==> src/rtl/if_prefetch_queue.sv <==
// Instruction prefetch queue: fetches sequentially from a combinational
// instruction memory into a circular buffer of {PC, Inst} pairs and hands
// the head entry to decode. A redirect flushes the queue and restarts fetch.
module if_prefetch_queue #(
  parameter int unsigned DEPTH    = 4,
  parameter logic [31:0] RESET_PC = 32'h0000_0000
) (
  input  logic                       Clk,
  input  logic                       Rst,
  input  logic                       En,
  output logic [31:0]                IF_ADDR,
  input  logic [31:0]                IF_Inst,
  input  logic                       Redirect,
  input  logic [31:0]                Redirect_PC,
  input  logic                       ID_Ready,
  output logic                       ID_Valid,
  output logic [31:0]                ID_Inst,
  output logic [31:0]                ID_PC,
  output logic [$clog2(DEPTH):0]     Count,
  output logic [15:0]                Redirect_Cnt
);

  localparam int unsigned AW = $clog2(DEPTH);
  localparam int unsigned CW = AW + 1;
  localparam logic [CW-1:0] FULL_CNT = CW'(DEPTH);

  logic [31:0]   r_pc;
  logic [AW-1:0] r_head;
  logic [AW-1:0] r_tail;
  logic [CW-1:0] r_count;
  logic [15:0]   r_redir_cnt;
  logic [31:0]   r_mem_pc   [DEPTH];
  logic [31:0]   r_mem_inst [DEPTH];

  logic          w_full;
  logic          w_valid;
  logic          w_push;
  logic          w_pop;

  // Push/pop qualification; a full queue never pushes, even alongside a pop.
  always_comb begin
    w_full  = (r_count == FULL_CNT);
    w_valid = (r_count != {CW{1'b0}});
    w_push  = En & ~Redirect & ~w_full;
    w_pop   = En & ~Redirect & w_valid & ID_Ready;
  end

  // Fetch PC, pointers, occupancy and redirect counter.
  always_ff @(posedge Clk or posedge Rst) begin
    if (Rst) begin
      r_pc        <= RESET_PC;
      r_head      <= {AW{1'b0}};
      r_tail      <= {AW{1'b0}};
      r_count     <= {CW{1'b0}};
      r_redir_cnt <= 16'h0000;
    end else if (En) begin
      if (Redirect) begin
        r_pc    <= {Redirect_PC[31:2], 2'b00};
        r_head  <= {AW{1'b0}};
        r_tail  <= {AW{1'b0}};
        r_count <= {CW{1'b0}};
        if (r_redir_cnt != 16'hFFFF) begin
          r_redir_cnt <= r_redir_cnt + 16'd1;
        end else begin
          r_redir_cnt <= r_redir_cnt;
        end
      end else begin
        if (w_push) begin
          r_pc   <= r_pc + 32'd4;      // wraps modulo 2^32 naturally
          r_tail <= r_tail + {{(AW-1){1'b0}}, 1'b1};
        end else begin
          r_pc   <= r_pc;
          r_tail <= r_tail;
        end
        if (w_pop) begin
          r_head <= r_head + {{(AW-1){1'b0}}, 1'b1};
        end else begin
          r_head <= r_head;
        end
        case ({w_push, w_pop})
          2'b10:   r_count <= r_count + {{(CW-1){1'b0}}, 1'b1};
          2'b01:   r_count <= r_count - {{(CW-1){1'b0}}, 1'b1};
          default: r_count <= r_count;
        endcase
      end
    end else begin
      r_pc        <= r_pc;
      r_head      <= r_head;
      r_tail      <= r_tail;
      r_count     <= r_count;
      r_redir_cnt <= r_redir_cnt;
    end
  end

  // Queue storage; written at the tail on every push, cleared by reset.
  always_ff @(posedge Clk or posedge Rst) begin
    if (Rst) begin
      for (int i = 0; i < DEPTH; i++) begin
        r_mem_pc[i]   <= 32'h0000_0000;
        r_mem_inst[i] <= 32'h0000_0000;
      end
    end else if (w_push) begin
      r_mem_pc[r_tail]   <= r_pc;
      r_mem_inst[r_tail] <= IF_Inst;
    end else begin
      r_mem_pc[r_tail]   <= r_mem_pc[r_tail];
      r_mem_inst[r_tail] <= r_mem_inst[r_tail];
    end
  end

  // Output drive: head entry gated to zero when the queue is empty.
  always_comb begin
    IF_ADDR      = r_pc;
    Count        = r_count;
    Redirect_Cnt = r_redir_cnt;
    ID_Valid     = w_valid;
    if (w_valid) begin
      ID_Inst = r_mem_inst[r_head];
      ID_PC   = r_mem_pc[r_head];
    end else begin
      ID_Inst = 32'h0000_0000;
      ID_PC   = 32'h0000_0000;
    end
  end

endmodule

==> config.mk <==
export PLATFORM = sky130hd
export DESIGN_NAME = if_prefetch_queue
export DESIGN_NICKNAME = d
export VERILOG_FILES = /design/src/rtl/if_prefetch_queue.sv
export SDC_FILE = /design/constraint.sdc
export NUM_CORES = 1
export LEC_CHECK = 0
export ABC_AREA = 1
export BUFFER_PORTS_ARGS = -buffer_cell sky130_fd_sc_hd__buf_2
export CORE_MARGIN = 1
export CORE_UTILIZATION = 45
export DETAILED_ROUTE_END_ITERATION = 16
export PLACE_DENSITY_LB_ADDON = 0.2
export SYNTH_ARGS = -nofsm -noshare
export SYNTH_HDL_FRONTEND = slang
export SYNTH_SLANG_ARGS = --single-unit
export TNS_END_PERCENT = 5
==> constraint.sdc <==
create_clock -name Clk -period 21.1 [get_ports Clk]
set_input_delay 0 -clock Clk [delete_from_list [all_inputs] [get_ports Clk]]
set_output_delay 0 -clock Clk [all_outputs]
set_load 0.01 [all_outputs]
==> results of run 1 <==
[power by group through the flow]
stage	clock [µW]	sequential [µW]	combinational, µW
detailed placement	0	1050	1360
CTS	691	1040	1390
global placement	0	1040	1330
finish	680	1050	1390
global route	711	1080	1570
floorplan	0	983	982
[final cells by class]
type                       count  share of cell area (%)
clock inverter                13                   0.977
timing repair buffer         282                    8.90
inverter                     174                    3.18
tap                          518                    3.09
antenna                        1                  0.0119
clock buffer                  53                    5.17
sequential                   309                    36.9
multi-input combinational   1968                    41.8
[stage by stage]
stage	util, %	worst slack, ns
floorplan	-	12.56
global placement	48.6	17.94
detailed placement	48.6	17.92
CTS	54.0	17.43
global route	54.0	17.12
finish	54.0	17.36
[worst register-to-register path: cells and delay by family (launching register included)]
kind	cells	cell delay (ns)
buf+inv	4	2.21
simple gates	1	0.13
flops	1	0.71
compound gates	1	0.17
[worst min-delay path by stage]
stage               slack, ns  cells past startpoint      startpoint        endpoint
CTS                      0.04                      6        Redirect       r_head[1]
finish                   0.06                      6        Redirect       r_head[1]
global route             0.09                      6        Redirect       r_head[1]
global placement         0.23                      2             Rst  r_mem_inst[29]
detailed placement       0.23                      2             Rst  r_mem_inst[29]
floorplan                0.16                      2  Redirect_PC[3]      IF_ADDR[3]
[layout by cell type, fill, tap and decap left out, drive strengths merged, types with 6 or more instances in the layout]
| cell type | instances |
|---|---|
| clkinv | 7 |
| nor2 | 171 |
| xnor2 | 6 |
| nor3 | 13 |
| dfrtp | 309 |
| clkbuf | 53 |
| xor2 | 7 |
| nand3 | 173 |
| nand2 | 1076 |
| o21ai | 286 |
| ha | 6 |
| o211ai | 70 |
| o22ai | 12 |
| dlygate4sd3 | 81 |
| inv | 172 |
| a21oi | 141 |
| buf | 201 |
[layer usage]
layer / wire length, µm / track usage [%]
met1: 25900 / 39.8
met2: 26200 / 45.1
met3: 4530 / 4.70
met4: 1330 / 9.77
met5: 0 / 0
[kinds of logic (layout without fill, tap and decap cells)]
kind of cell,after synthesis,after routing,share of synthesized area [%]
flip-flops,309,309,43.2
other,1,3,0.0209
adder cells (fa/ha/maj),6,6,0.419
AND/OR/NAND/NOR,1435,1435,31.6
XOR/XNOR,13,13,0.636
buffers and inverters,345,522,8.09
AO/OA/AOI/OAI,512,512,16.1
[sequential cells by signal, summed over array words and instances, names as in the netlist]
signal	count
r_head	2
r_mem_inst	128
IF_ADDR	30
Count	3
r_tail	2
Redirect_Cnt	16
r_mem_pc	128
==> metrics.txt, run 1 <==
# TYPE chip_impl_metric gauge
chip_impl_info{name="outcome",value="completed"} 1
chip_impl_metric{name="syn-cell-area",unit="µm²"} 17900
chip_impl_metric{name="worst-endpoint-required",unit="ns"} 21.10
chip_impl_metric{name="ff2ff_setup_slack",unit="ns"} 17.75
chip_impl_metric{name="fp.dieArea",unit="µm²"} 40600
chip_impl_metric{name="p_int",unit="µW"} 1720
chip_impl_metric{name="synth-seq-cells",unit=""} 309
chip_impl_metric{name="routed_wl",unit="mm"} 58.0
chip_impl_info{name="post-synth-top-count-cell",value="sky130_fd_sc_hd__nand2_1"} 1
chip_impl_metric{name="layout-drive-gt1-share",unit="%"} 11.4
chip_impl_metric{name="starting_drc_count_in_detailed_routing",unit=""} 1764
chip_impl_metric{name="final.setup_skew",unit="ns"} 0.0177
chip_impl_metric{name="setup_tns",unit="ns"} 0
chip_impl_metric{name="post_synth.cell_area_avg",unit="µm²"} 6.83
chip_impl_metric{name="fillers",unit=""} 3787
chip_impl_metric{name="placedInstanceArea",unit="µm²"} 18900
chip_impl_metric{name="power_frac_clock",unit="%"} 21.8
chip_impl_info{name="critical_path.startpoint_type",value="flop"} 1
chip_impl_metric{name="synth_top_area_share",unit="%"} 43.2
chip_impl_metric{name="design.portCount",unit=""} 185
chip_impl_info{name="worst_hold_path_type",value="input port to flop"} 1
chip_impl_metric{name="avgRoutedWirePerCell",unit="µm"} 17.5
chip_impl_metric{name="instances_no_fill",unit=""} 3318
chip_impl_metric{name="fmax",unit="MHz"} 268
chip_impl_metric{name="cts_setup_buffers",unit=""} 0
chip_impl_info{name="critical_path.endpoint_type",value="output pin"} 1
chip_impl_metric{name="slowest_delay",unit="ns"} 0.82
chip_impl_metric{name="initial_util",unit="%"} 46.0
chip_impl_metric{name="clkSlewWorstSetupHoldPaths",unit="ns"} 0.06
chip_impl_info{name="synth.top_cells.by_count",value="1075 x sky130_fd_sc_hd__nand2_1, 309 x sky130_fd_sc_hd__dfrtp_1, 185 x sky130_fd_sc_hd__o21ai_0"} 1
chip_impl_metric{name="gpl.final_weighted_congestion",unit=""} 0.902
chip_impl_metric{name="drc",unit=""} 0
chip_impl_info{name="root_buffer",value="sky130_fd_sc_hd__clkbuf_16"} 1
chip_impl_metric{name="p_total",unit="µW"} 3130
chip_impl_metric{name="cts.sink_count",unit=""} 309
chip_impl_metric{name="post-place-cells",unit=""} 3170
chip_impl_metric{name="cts_htree_levels",unit=""} 2
chip_impl_metric{name="post-dp-hpwl",unit="mm"} 33.5
chip_impl_metric{name="seqCellArea",unit="µm²"} 7750
chip_impl_metric{name="net-switching-power",unit="µW"} 1410
chip_impl_metric{name="critical_path_peak_fanout",unit=""} 77
chip_impl_metric{name="fp-row-count",unit=""} 72
chip_impl_metric{name="combinationalPowerShare",unit="%"} 44.6
chip_impl_info{name="worst_path_dominant_cell_family",value="buffers and inverters"} 1
chip_impl_metric{name="leakage_power",unit="µW"} 0.0102
chip_impl_metric{name="grt_util_all_layers",unit="%"} 28.6
chip_impl_metric{name="grt_start_max_net_pins",unit=""} 113
chip_impl_info{name="crit_top_cell",value="sky130_fd_sc_hd__buf_4"} 1
chip_impl_metric{name="num_vias",unit=""} 18100
chip_impl_metric{name="antenna_found_initial",unit=""} 1
chip_impl_metric{name="die_span_in_y",unit="µm"} 201
chip_impl_metric{name="grt_first_pass_wirelength",unit="mm"} 93.4
chip_impl_metric{name="clk-insertion-delay-late",unit="ns"} 0.54
chip_impl_metric{name="number_of_enable_type_register_cells_in_the_synthesized_netlist",unit=""} 0
chip_impl_metric{name="timing_max_transition_violations_final",unit=""} 0
chip_impl_metric{name="antenna_nets_post_route",unit=""} 0
chip_impl_metric{name="synthesis.yosys.warnings",unit=""} 0
chip_impl_metric{name="grt_pass1_vias",unit=""} 17500
chip_impl_metric{name="post_synth_inst_count",unit=""} 2621
chip_impl_metric{name="hold_buffers",unit=""} 81
chip_impl_info{name="tritoncts",value="built"} 1
chip_impl_info{name="post_synth_main_area_contributors",value="sky130_fd_sc_hd__dfrtp_1 43%, sky130_fd_sc_hd__nand2_1 23%, sky130_fd_sc_hd__o21ai_0 5.2%, sky130_fd_sc_hd__nand3_1 4.8%, sky130_fd_sc_hd__a21oi_1 3.9%"} 1
chip_impl_metric{name="pwr_density_cell",unit="nW/µm²"} 149
chip_impl_info{name="crit-reg2reg-launch",value="r_head[0]"} 1
chip_impl_metric{name="fin_crit_sh",unit="%"} 17.7
chip_impl_info{name="crit_end",value="ID_PC[8]"} 1
chip_impl_metric{name="cts_resized",unit=""} 0
chip_impl_info{name="timing_worst_setup_path_type",value="flop to output pin"} 1
chip_impl_metric{name="drt-pass1-iter-count",unit=""} 6
chip_impl_metric{name="viasPerCell",unit=""} 5.44
chip_impl_metric{name="post_route_standard_cell_area_excluding_fillers",unit="µm²"} 21000
chip_impl_metric{name="netSwitchingFraction",unit="%"} 45.0
chip_impl_info{name="synth_flop_cell",value="sky130_fd_sc_hd__dfrtp_1"} 1
chip_impl_metric{name="worst_hold_slack_after_final_layout",unit="ns"} 0.0614
chip_impl_metric{name="timing.critical_path.arrival",unit="ns"} 3.74
chip_impl_metric{name="timing.final.hold_violations",unit=""} 0
chip_impl_metric{name="synth_async_sr_flop_share",unit="%"} 100
chip_impl_metric{name="ys_seq_area_share",unit="%"} 43.2
chip_impl_info{name="cp_cell_sequence",value="buf_4, buf_4, o211ai_1, a21oi_1, buf_2"} 1
chip_impl_metric{name="critical_path.n_buffers_inverters",unit=""} 3
chip_impl_metric{name="multi_input_comb_area",unit="µm²"} 8770
chip_impl_metric{name="finalWorstPathRequiredPeriod",unit="ns"} 3.74
chip_impl_metric{name="rr_worst_depth",unit=""} 6
chip_impl_metric{name="share_seq_of_total_power",unit="%"} 33.6
chip_impl_metric{name="slew-limit-headroom",unit="%"} 28.7
chip_impl_metric{name="worst-path-stages",unit=""} 5
chip_impl_info{name="cp_slowest_cell",value="sky130_fd_sc_hd__dfrtp_4"} 1
chip_impl_metric{name="core",unit="µm²"} 38900
chip_impl_metric{name="irDropWorstVdd",unit="mV"} 0.0877
chip_impl_metric{name="cts.path.max_buffers",unit=""} 3
chip_impl_metric{name="netlist-cell-type-count",unit=""} 33
chip_impl_metric{name="tightestPinTransition",unit="ns"} 1.07
chip_impl_metric{name="setup_violations",unit=""} 0
chip_impl_metric{name="nets",unit=""} 2846
chip_impl_metric{name="areaGrowthSynthToFinish",unit="%"} 17.3
chip_impl_info{name="rsz0062_at_grt",value="false"} 1
chip_impl_info{name="cp_launch_point",value="r_head[0]"} 1
chip_impl_info{name="synth.largest_area_cell",value="sky130_fd_sc_hd__dfrtp_1"} 1
chip_impl_metric{name="die_width",unit="µm"} 201
chip_impl_metric{name="grt_remaining_overflow",unit=""} 0
chip_impl_metric{name="placement.io_buffers",unit=""} 180
chip_impl_metric{name="cts_inserted_buffers",unit=""} 36
chip_impl_info{name="rr_endpoint",value="r_head[0]"} 1
chip_impl_metric{name="drv.max_cap_violation_count",unit=""} 0
Note: power is estimated with default switching activity, not from simulation.
==> inputs of run 2 (changes only) <==
==> constraint.sdc (replaced) <==
create_clock -name Clk -period 3.9 [get_ports Clk]
set_input_delay 0 -clock Clk [delete_from_list [all_inputs] [get_ports Clk]]
set_output_delay 0 -clock Clk [all_outputs]
set_load 0.01 [all_outputs]
==> metrics.txt, run 2 (synthesized netlist as in run 1, its figures left out) <==
# TYPE chip_impl_metric gauge
chip_impl_info{name="outcome",value="completed"} 1
chip_impl_metric{name="finish.utilization",unit="%"} 53.9
chip_impl_metric{name="leakage_power",unit="µW"} 0.0102
chip_impl_metric{name="placement.io_buffers",unit=""} 180
chip_impl_info{name="crit_end",value="ID_PC[8]"} 1
chip_impl_info{name="critical_path.endpoint_type",value="output pin"} 1
chip_impl_metric{name="antenna_found_initial",unit=""} 3
chip_impl_metric{name="grt_start_max_net_pins",unit=""} 198
chip_impl_metric{name="num_vias",unit=""} 18100
chip_impl_metric{name="drv.max_cap_violation_count",unit=""} 0
chip_impl_info{name="cp_launch_point",value="r_head[1]"} 1
chip_impl_metric{name="gpl.final_weighted_congestion",unit=""} 0.890
chip_impl_metric{name="multi_input_comb_area",unit="µm²"} 8770
chip_impl_metric{name="routed_wl",unit="mm"} 57.4
chip_impl_metric{name="fmax",unit="MHz"} 338
chip_impl_metric{name="die_span_in_y",unit="µm"} 201
chip_impl_metric{name="grt_pass1_vias",unit=""} 17400
chip_impl_info{name="tritoncts",value="built"} 1
chip_impl_info{name="layout.cells.most_common_list",value="1074 x sky130_fd_sc_hd__nand2_1, 305 x sky130_fd_sc_hd__dfrtp_1, 185 x sky130_fd_sc_hd__o21ai_0"} 1
chip_impl_info{name="root_buffer",value="sky130_fd_sc_hd__clkbuf_16"} 1
chip_impl_info{name="critical_path.startpoint_type",value="flop"} 1
chip_impl_info{name="rsz0062_at_grt",value="false"} 1
chip_impl_metric{name="initial_util",unit="%"} 46.0
chip_impl_metric{name="rr_worst_depth",unit=""} 6
chip_impl_metric{name="fp-row-count",unit=""} 72
chip_impl_metric{name="layout-drive-gt1-share",unit="%"} 11.6
chip_impl_metric{name="p_total",unit="µW"} 16800
chip_impl_metric{name="fin_crit_sh",unit="%"} 75.8
chip_impl_metric{name="ff2ff_setup_slack",unit="ns"} 1.09
chip_impl_info{name="rr_endpoint",value="IF_ADDR[4]"} 1
chip_impl_metric{name="irDropWorstVdd",unit="mV"} 0.612
chip_impl_metric{name="nets",unit=""} 2847
chip_impl_info{name="cp_cell_sequence",value="buf_4, o211ai_1, a21oi_1, buf_2"} 1
chip_impl_info{name="final_common_cell",value="sky130_fd_sc_hd__nand2_1"} 1
chip_impl_metric{name="timing.critical_path.arrival",unit="ns"} 2.96
chip_impl_info{name="timing_worst_setup_path_type",value="flop to output pin"} 1
chip_impl_metric{name="critical_path_peak_fanout",unit=""} 63
chip_impl_metric{name="clk-insertion-delay-late",unit="ns"} 0.54
chip_impl_metric{name="antenna_nets_post_route",unit=""} 0
chip_impl_metric{name="drc",unit=""} 0
chip_impl_metric{name="avgRoutedWirePerCell",unit="µm"} 17.3
chip_impl_metric{name="worst-path-stages",unit=""} 4
chip_impl_metric{name="areaGrowthSynthToFinish",unit="%"} 17.3
chip_impl_metric{name="timing_max_transition_violations_final",unit=""} 0
chip_impl_info{name="worst_path_dominant_cell_family",value="buffers and inverters"} 1
chip_impl_info{name="cp_slowest_cell",value="sky130_fd_sc_hd__dfrtp_4"} 1
chip_impl_metric{name="critical_path.n_buffers_inverters",unit=""} 2
chip_impl_metric{name="drt-pass1-iter-count",unit=""} 6
chip_impl_metric{name="finalWorstPathRequiredPeriod",unit="ns"} 2.96
chip_impl_metric{name="grt_util_all_layers",unit="%"} 28.2
chip_impl_metric{name="slew-limit-headroom",unit="%"} 31.2
chip_impl_metric{name="fillers",unit=""} 3804
chip_impl_metric{name="tightestPinTransition",unit="ns"} 1.03
chip_impl_metric{name="timing.final.hold_violations",unit=""} 0
chip_impl_metric{name="setup_violations",unit=""} 0
chip_impl_metric{name="pwr_density_cell",unit="nW/µm²"} 799
chip_impl_metric{name="cts_inserted_buffers",unit=""} 37
chip_impl_metric{name="post-dp-hpwl",unit="mm"} 33.6
chip_impl_metric{name="cts_resized",unit=""} 0
chip_impl_metric{name="starting_drc_count_in_detailed_routing",unit=""} 2064
chip_impl_info{name="crit-reg2reg-launch",value="Count[1]"} 1
chip_impl_info{name="worst_hold_path_type",value="input port to flop"} 1
chip_impl_metric{name="cts_htree_levels",unit=""} 2
chip_impl_metric{name="core",unit="µm²"} 38900
chip_impl_metric{name="seqCellArea",unit="µm²"} 7750
chip_impl_metric{name="grt_first_pass_wirelength",unit="mm"} 92.1
chip_impl_metric{name="design.portCount",unit=""} 185
chip_impl_metric{name="clkSlewWorstSetupHoldPaths",unit="ns"} 0.06
chip_impl_metric{name="cts.path.max_buffers",unit=""} 3
chip_impl_metric{name="grt_remaining_overflow",unit=""} 0
chip_impl_metric{name="cts.sink_count",unit=""} 309
chip_impl_metric{name="slowest_delay",unit="ns"} 0.80
chip_impl_metric{name="viasPerCell",unit=""} 5.46
chip_impl_metric{name="fp.dieArea",unit="µm²"} 40600
chip_impl_metric{name="die_width",unit="µm"} 201
chip_impl_metric{name="worst-endpoint-required",unit="ns"} 3.90
chip_impl_metric{name="final.setup_skew",unit="ns"} 0.0144
## run 2: power by group
part | switching [µW] | internal, µW | total, µW
sequential | 1010 | 4550 | 5550
combinational | 5180 | 2510 | 7690
clock | 1410 | 2120 | 3530
total | 7590 | 9180 | 16800
## run 2: worst min-delay path by stage
stage | from | endpoint | slack (ns) | cells after the start
after floorplan | Redirect_PC[3] | IF_ADDR[3] | 0.16 | 2
after global placement | Rst | r_mem_pc[9] | 0.09 | 2
after detailed placement | Rst | r_mem_pc[9] | 0.09 | 2
after CTS | Redirect | r_head[1] | 0.04 | 6
after global routing | Rst | r_mem_pc[9] | 0.11 | 3
final | Redirect | r_head[1] | 0.06 | 6
## run 2: area by class of cell
| type | instances | area share [%] |
|---|---|---|
| multi-input cells | 1968 | 41.8 |
| clock inverters | 10 | 0.513 |
| clock buffers | 58 | 5.37 |
| well taps | 518 | 3.09 |
| inverters | 174 | 3.16 |
| flip-flops and latches | 309 | 36.9 |
| diodes | 2 | 0.0238 |
| repair buffers | 282 | 9.15 |
## run 2: timing repair
item | in CTS | in global routing
hold buffers | 72 | 0
hold endpoints to repair | 179 | 0
setup buffers | 0 | 0
## run 2: stage by stage
stage / worst slack [ns] / hold slack (ns) / area, µm² / cells / setup TNS, ns
2_1_floorplan: -0.213 / 0.158 / 17900 / 2622 / -65.80
3_3_place_gp: 1.37 / 0.0936 / 19000 / 3179 / 0
3_5_place_dp: 1.33 / 0.0906 / 19000 / 3179 / 0
4_1_cts: 0.966 / 0.0410 / 21000 / 3319 / 0
5_1_grt: 0.870 / 0.110 / 21000 / 3320 / 0
6_report: 0.944 / 0.0562 / 21000 / 3321 / 0
## run 2: layer usage
metal,part of all wire [%],vias to the layer above,global-route usage (%)
met5,0.014,-,0
met4,2.0,2,7.85
met3,8.5,87,4.79
met2,45,778,44.7
met1,44,8535,39.8
li1,-,8717,-
## run 2: worst reg2reg max path, delay by kind of cell, from the launching register on
family	cells	cell delay [ns]
and+or+nand+nor	2	0.32
DFF	1	0.42
buffers and inverters	2	1.11
AOI/OAI and AO/OA	2	0.90
==> inputs of run 3 (changes only) <==
--- a/config.mk
+++ b/config.mk
@@ -5,7 +5,7 @@
 export SDC_FILE = /design/constraint.sdc
 export NUM_CORES = 1
 export LEC_CHECK = 0
-export ABC_AREA = 1
+export ABC_AREA = 0
 export BUFFER_PORTS_ARGS = -buffer_cell sky130_fd_sc_hd__buf_2
 export CORE_MARGIN = 1
 export CORE_UTILIZATION = 45
==> constraint.sdc (replaced) <==
create_clock -name Clk -period 2.6 [get_ports Clk]
set_input_delay 0 -clock Clk [delete_from_list [all_inputs] [get_ports Clk]]
set_output_delay 0 -clock Clk [all_outputs]
set_load 0.01 [all_outputs]
==> metrics.txt, run 3 <==
# TYPE chip_impl_metric gauge
chip_impl_metric{name="number_of_enable_type_register_cells_in_the_synthesized_netlist",unit=""} 0
chip_impl_info{name="cp_slowest_cell",value="sky130_fd_sc_hd__dfrtp_4"} 1
chip_impl_metric{name="slowest_delay",unit="ns"} 0.66
chip_impl_metric{name="layout-drive-gt1-share",unit="%"} 25.8
chip_impl_metric{name="die_span_in_y",unit="µm"} 192
chip_impl_metric{name="critical_path_peak_fanout",unit=""} 24
chip_impl_info{name="cp_launch_point",value="r_head[0]"} 1
chip_impl_metric{name="clk-insertion-delay-late",unit="ns"} 0.52
chip_impl_metric{name="cts_inserted_buffers",unit=""} 36
chip_impl_info{name="worst_path_dominant_cell_family",value="flip-flops"} 1
chip_impl_info{name="tritoncts",value="built"} 1
chip_impl_info{name="critical_path.startpoint_type",value="flop"} 1
chip_impl_metric{name="initial_util",unit="%"} 45.7
chip_impl_metric{name="fin_crit_sh",unit="%"} 91.9
chip_impl_metric{name="cts.sink_count",unit=""} 309
chip_impl_metric{name="antenna_nets_post_route",unit=""} 0
chip_impl_metric{name="grt_remaining_overflow",unit=""} 0
chip_impl_info{name="rr_endpoint",value="IF_ADDR[12]"} 1
chip_impl_metric{name="timing.critical_path.arrival",unit="ns"} 2.39
chip_impl_info{name="synth.top_cells.by_count",value="309 x sky130_fd_sc_hd__dfrtp_1, 272 x sky130_fd_sc_hd__a21oi_1, 269 x sky130_fd_sc_hd__nor2_1"} 1
chip_impl_metric{name="post_synth.cell_area_avg",unit="µm²"} 10.9
chip_impl_info{name="outcome",value="completed"} 1
chip_impl_metric{name="ff2ff_setup_slack",unit="ns"} 0.24
chip_impl_metric{name="leakage_power",unit="µW"} 0.00824
chip_impl_metric{name="starting_drc_count_in_detailed_routing",unit=""} 831
chip_impl_metric{name="fmax",unit="MHz"} 419
chip_impl_metric{name="grt_util_all_layers",unit="%"} 24.1
chip_impl_metric{name="irDropWorstVdd",unit="mV"} 0.750
chip_impl_metric{name="power_frac_clock",unit="%"} 23.1
chip_impl_metric{name="post_synth_inst_count",unit=""} 1490
chip_impl_metric{name="grt_first_pass_wirelength",unit="mm"} 69.1
chip_impl_metric{name="timing.final.hold_violations",unit=""} 0
chip_impl_metric{name="netlist-cell-type-count",unit=""} 57
chip_impl_metric{name="areaGrowthSynthToFinish",unit="%"} 22.1
chip_impl_info{name="post_synth_main_area_contributors",value="sky130_fd_sc_hd__dfrtp_1 48%, sky130_fd_sc_hd__mux4_2 18%, sky130_fd_sc_hd__a21oi_1 8.4%, sky130_fd_sc_hd__nor2_1 6.2%, sky130_fd_sc_hd__mux2i_1 3.7%"} 1
chip_impl_info{name="synth.largest_area_cell",value="sky130_fd_sc_hd__dfrtp_1"} 1
chip_impl_metric{name="cts_setup_buffers",unit=""} 0
chip_impl_info{name="critical_path.endpoint_type",value="output pin"} 1
chip_impl_info{name="synth_flop_cell",value="sky130_fd_sc_hd__dfrtp_1"} 1
chip_impl_metric{name="seqCellArea",unit="µm²"} 7740
chip_impl_info{name="cp_cell_sequence",value="buf_12, mux4_2, and2_1, buf_2"} 1
chip_impl_metric{name="routed_wl",unit="mm"} 43.4
chip_impl_metric{name="pwr_density_cell",unit="nW/µm²"} 1100
chip_impl_metric{name="synthesis.yosys.warnings",unit=""} 0
chip_impl_metric{name="critical_path.n_buffers_inverters",unit=""} 2
chip_impl_metric{name="rr_worst_depth",unit=""} 6
chip_impl_metric{name="grt_start_max_net_pins",unit=""} 88
chip_impl_metric{name="nets",unit=""} 1791
chip_impl_info{name="layout.cells.most_common_list",value="305 x sky130_fd_sc_hd__dfrtp_1, 272 x sky130_fd_sc_hd__a21oi_1, 269 x sky130_fd_sc_hd__nor2_1"} 1
chip_impl_metric{name="synth_top_area_share",unit="%"} 47.5
chip_impl_metric{name="die_width",unit="µm"} 192
chip_impl_info{name="crit-reg2reg-launch",value="IF_ADDR[3]"} 1
chip_impl_info{name="final_common_cell",value="sky130_fd_sc_hd__dfrtp_1"} 1
chip_impl_metric{name="placement.io_buffers",unit=""} 180
chip_impl_metric{name="fillers",unit=""} 3102
chip_impl_metric{name="num_vias",unit=""} 12500
chip_impl_metric{name="setup_violations",unit=""} 0
chip_impl_info{name="post-synth-top-count-cell",value="sky130_fd_sc_hd__dfrtp_1"} 1
chip_impl_metric{name="ys_seq_area_share",unit="%"} 47.5
chip_impl_metric{name="fp.dieArea",unit="µm²"} 36900
chip_impl_info{name="root_buffer",value="sky130_fd_sc_hd__clkbuf_16"} 1
chip_impl_metric{name="cts_htree_levels",unit=""} 2
chip_impl_metric{name="post-dp-hpwl",unit="mm"} 28.0
chip_impl_metric{name="worst_hold_slack_after_final_layout",unit="ns"} 0.142
chip_impl_metric{name="viasPerCell",unit=""} 5.70
chip_impl_metric{name="net-switching-power",unit="µW"} 7860
chip_impl_metric{name="post_route_standard_cell_area_excluding_fillers",unit="µm²"} 19900
chip_impl_metric{name="slew-limit-headroom",unit="%"} 52.8
chip_impl_metric{name="share_seq_of_total_power",unit="%"} 38.3
chip_impl_metric{name="drt-pass1-iter-count",unit=""} 5
chip_impl_metric{name="synth-seq-cells",unit=""} 309
chip_impl_metric{name="cts.path.max_buffers",unit=""} 3
chip_impl_metric{name="worst-path-stages",unit=""} 4
chip_impl_metric{name="netSwitchingFraction",unit="%"} 35.8
chip_impl_metric{name="synth_async_sr_flop_share",unit="%"} 100
chip_impl_metric{name="clkSlewWorstSetupHoldPaths",unit="ns"} 0.06
chip_impl_info{name="rsz0062_at_grt",value="false"} 1
chip_impl_metric{name="gpl.final_weighted_congestion",unit=""} 0.873
chip_impl_metric{name="multi_input_comb_area",unit="µm²"} 8020
chip_impl_metric{name="worst-endpoint-required",unit="ns"} 2.60
chip_impl_metric{name="tightestPinTransition",unit="ns"} 0.706
chip_impl_metric{name="fp-row-count",unit=""} 69
chip_impl_metric{name="finalWorstPathRequiredPeriod",unit="ns"} 2.39
chip_impl_metric{name="syn-cell-area",unit="µm²"} 16300
chip_impl_metric{name="core",unit="µm²"} 35600
chip_impl_metric{name="p_int",unit="µW"} 14100
chip_impl_info{name="worst_hold_path_type",value="input port to async pin"} 1
chip_impl_metric{name="design.portCount",unit=""} 185
chip_impl_metric{name="antenna_found_initial",unit=""} 1
chip_impl_metric{name="drv.max_cap_violation_count",unit=""} 0
chip_impl_metric{name="final.setup_skew",unit="ns"} 0.0140
chip_impl_metric{name="timing_max_transition_violations_final",unit=""} 0
chip_impl_metric{name="drc",unit=""} 0
chip_impl_metric{name="combinationalPowerShare",unit="%"} 38.5
chip_impl_info{name="timing_worst_setup_path_type",value="flop to output pin"} 1
chip_impl_metric{name="grt_pass1_vias",unit=""} 12300
chip_impl_metric{name="avgRoutedWirePerCell",unit="µm"} 19.7
chip_impl_metric{name="placedInstanceArea",unit="µm²"} 18000
[run 3: worst max-delay path by stage]
stage	end	slack (ns)
3_3_place_gp	r_mem_pc[76]	0.47
3_5_place_dp	r_mem_pc[76]	0.48
4_1_cts	ID_PC[18]	0.02
6_report	ID_PC[29]	0.21
2_1_floorplan	Count[0]	-1.51
5_1_grt	IF_ADDR[12]	0.08
[run 3: area by class of cell]
| class | count | area share (%) |
|---|---|---|
| Timing Repair Buffer | 307 | 11.6 |
| Clock inverter | 13 | 0.731 |
| Clock buffer | 48 | 5.17 |
| Multi-Input combinational cell | 1049 | 40.4 |
| Sequential cell | 309 | 39.0 |
| Tap cell | 461 | 2.90 |
| Inverter | 13 | 0.265 |
| Antenna cell | 1 | 0.0126 |
[run 3: power by group through the flow]
stage               Combinational, µW  Clock (µW)  Sequential, µW
floorplan                        6060           0            7890
global placement                 8230           0            8300
CTS                              8550        5200            8370
finish                           8450        5070            8400
detailed placement               8430           0            8410
global route                     9340        5370            8680
[run 3: stage by stage]
| step | power (µW) | worst slack, ns | setup TNS [ns] | utilization, % | cells |
|---|---|---|---|---|---|
| 3_3_place_gp | 16500 | 0.471 | 0 | 50.5 | 2067 |
| 4_1_cts | 22100 | 0.0229 | 0 | 55.8 | 2200 |
| 3_5_place_dp | 16800 | 0.484 | 0 | 50.5 | 2067 |
| 2_1_floorplan | 14000 | -1.51 | -467.50 | - | 1491 |
| 5_1_grt | 23400 | 0.0825 | 0 | 55.8 | 2201 |
| 6_report | 21900 | 0.211 | 0 | 55.8 | 2201 |
[run 3: cells by family after synthesis]
logic type | Yosys count | synth area share (%)
buffers and inverters | 133 | 3.60
AO/OA/AOI/OAI | 338 | 11.2
flip-flops | 309 | 47.5
other | 1 | 0.0230
AND/OR/NAND/NOR | 489 | 14.2
XOR/XNOR | 16 | 0.861
multiplexers | 198 | 22.1
adder cells (fa/ha/maj) | 6 | 0.461
[run 3: worst reg2reg max path: cells and delay by family, from the launching register on]
kind,cells,cell delay [ns]
fa+ha+maj,1,0.27
flops,1,0.50
buf+inv,1,0.54
simple gates,2,0.56
compound gates,2,0.37
[run 3: layer usage]
metal | global-route usage, % | vias to the layer above | routed length, µm
li1 | - | 5840 | -
met1 | 35.1 | 6277 | 19900
met2 | 37.9 | 367 | 20300
met3 | 3.64 | 64 | 2470
met4 | 5.94 | 0 | 784
met5 | 0 | - | 0
[run 3: what timing repair did]
item / 4_1_cts / 5_1_grt
endpoints found under the hold margin: 181 / 0
setup endpoints to repair: 0 / 16
hold buffers: 72 / 0
resized for setup: 0 / 1
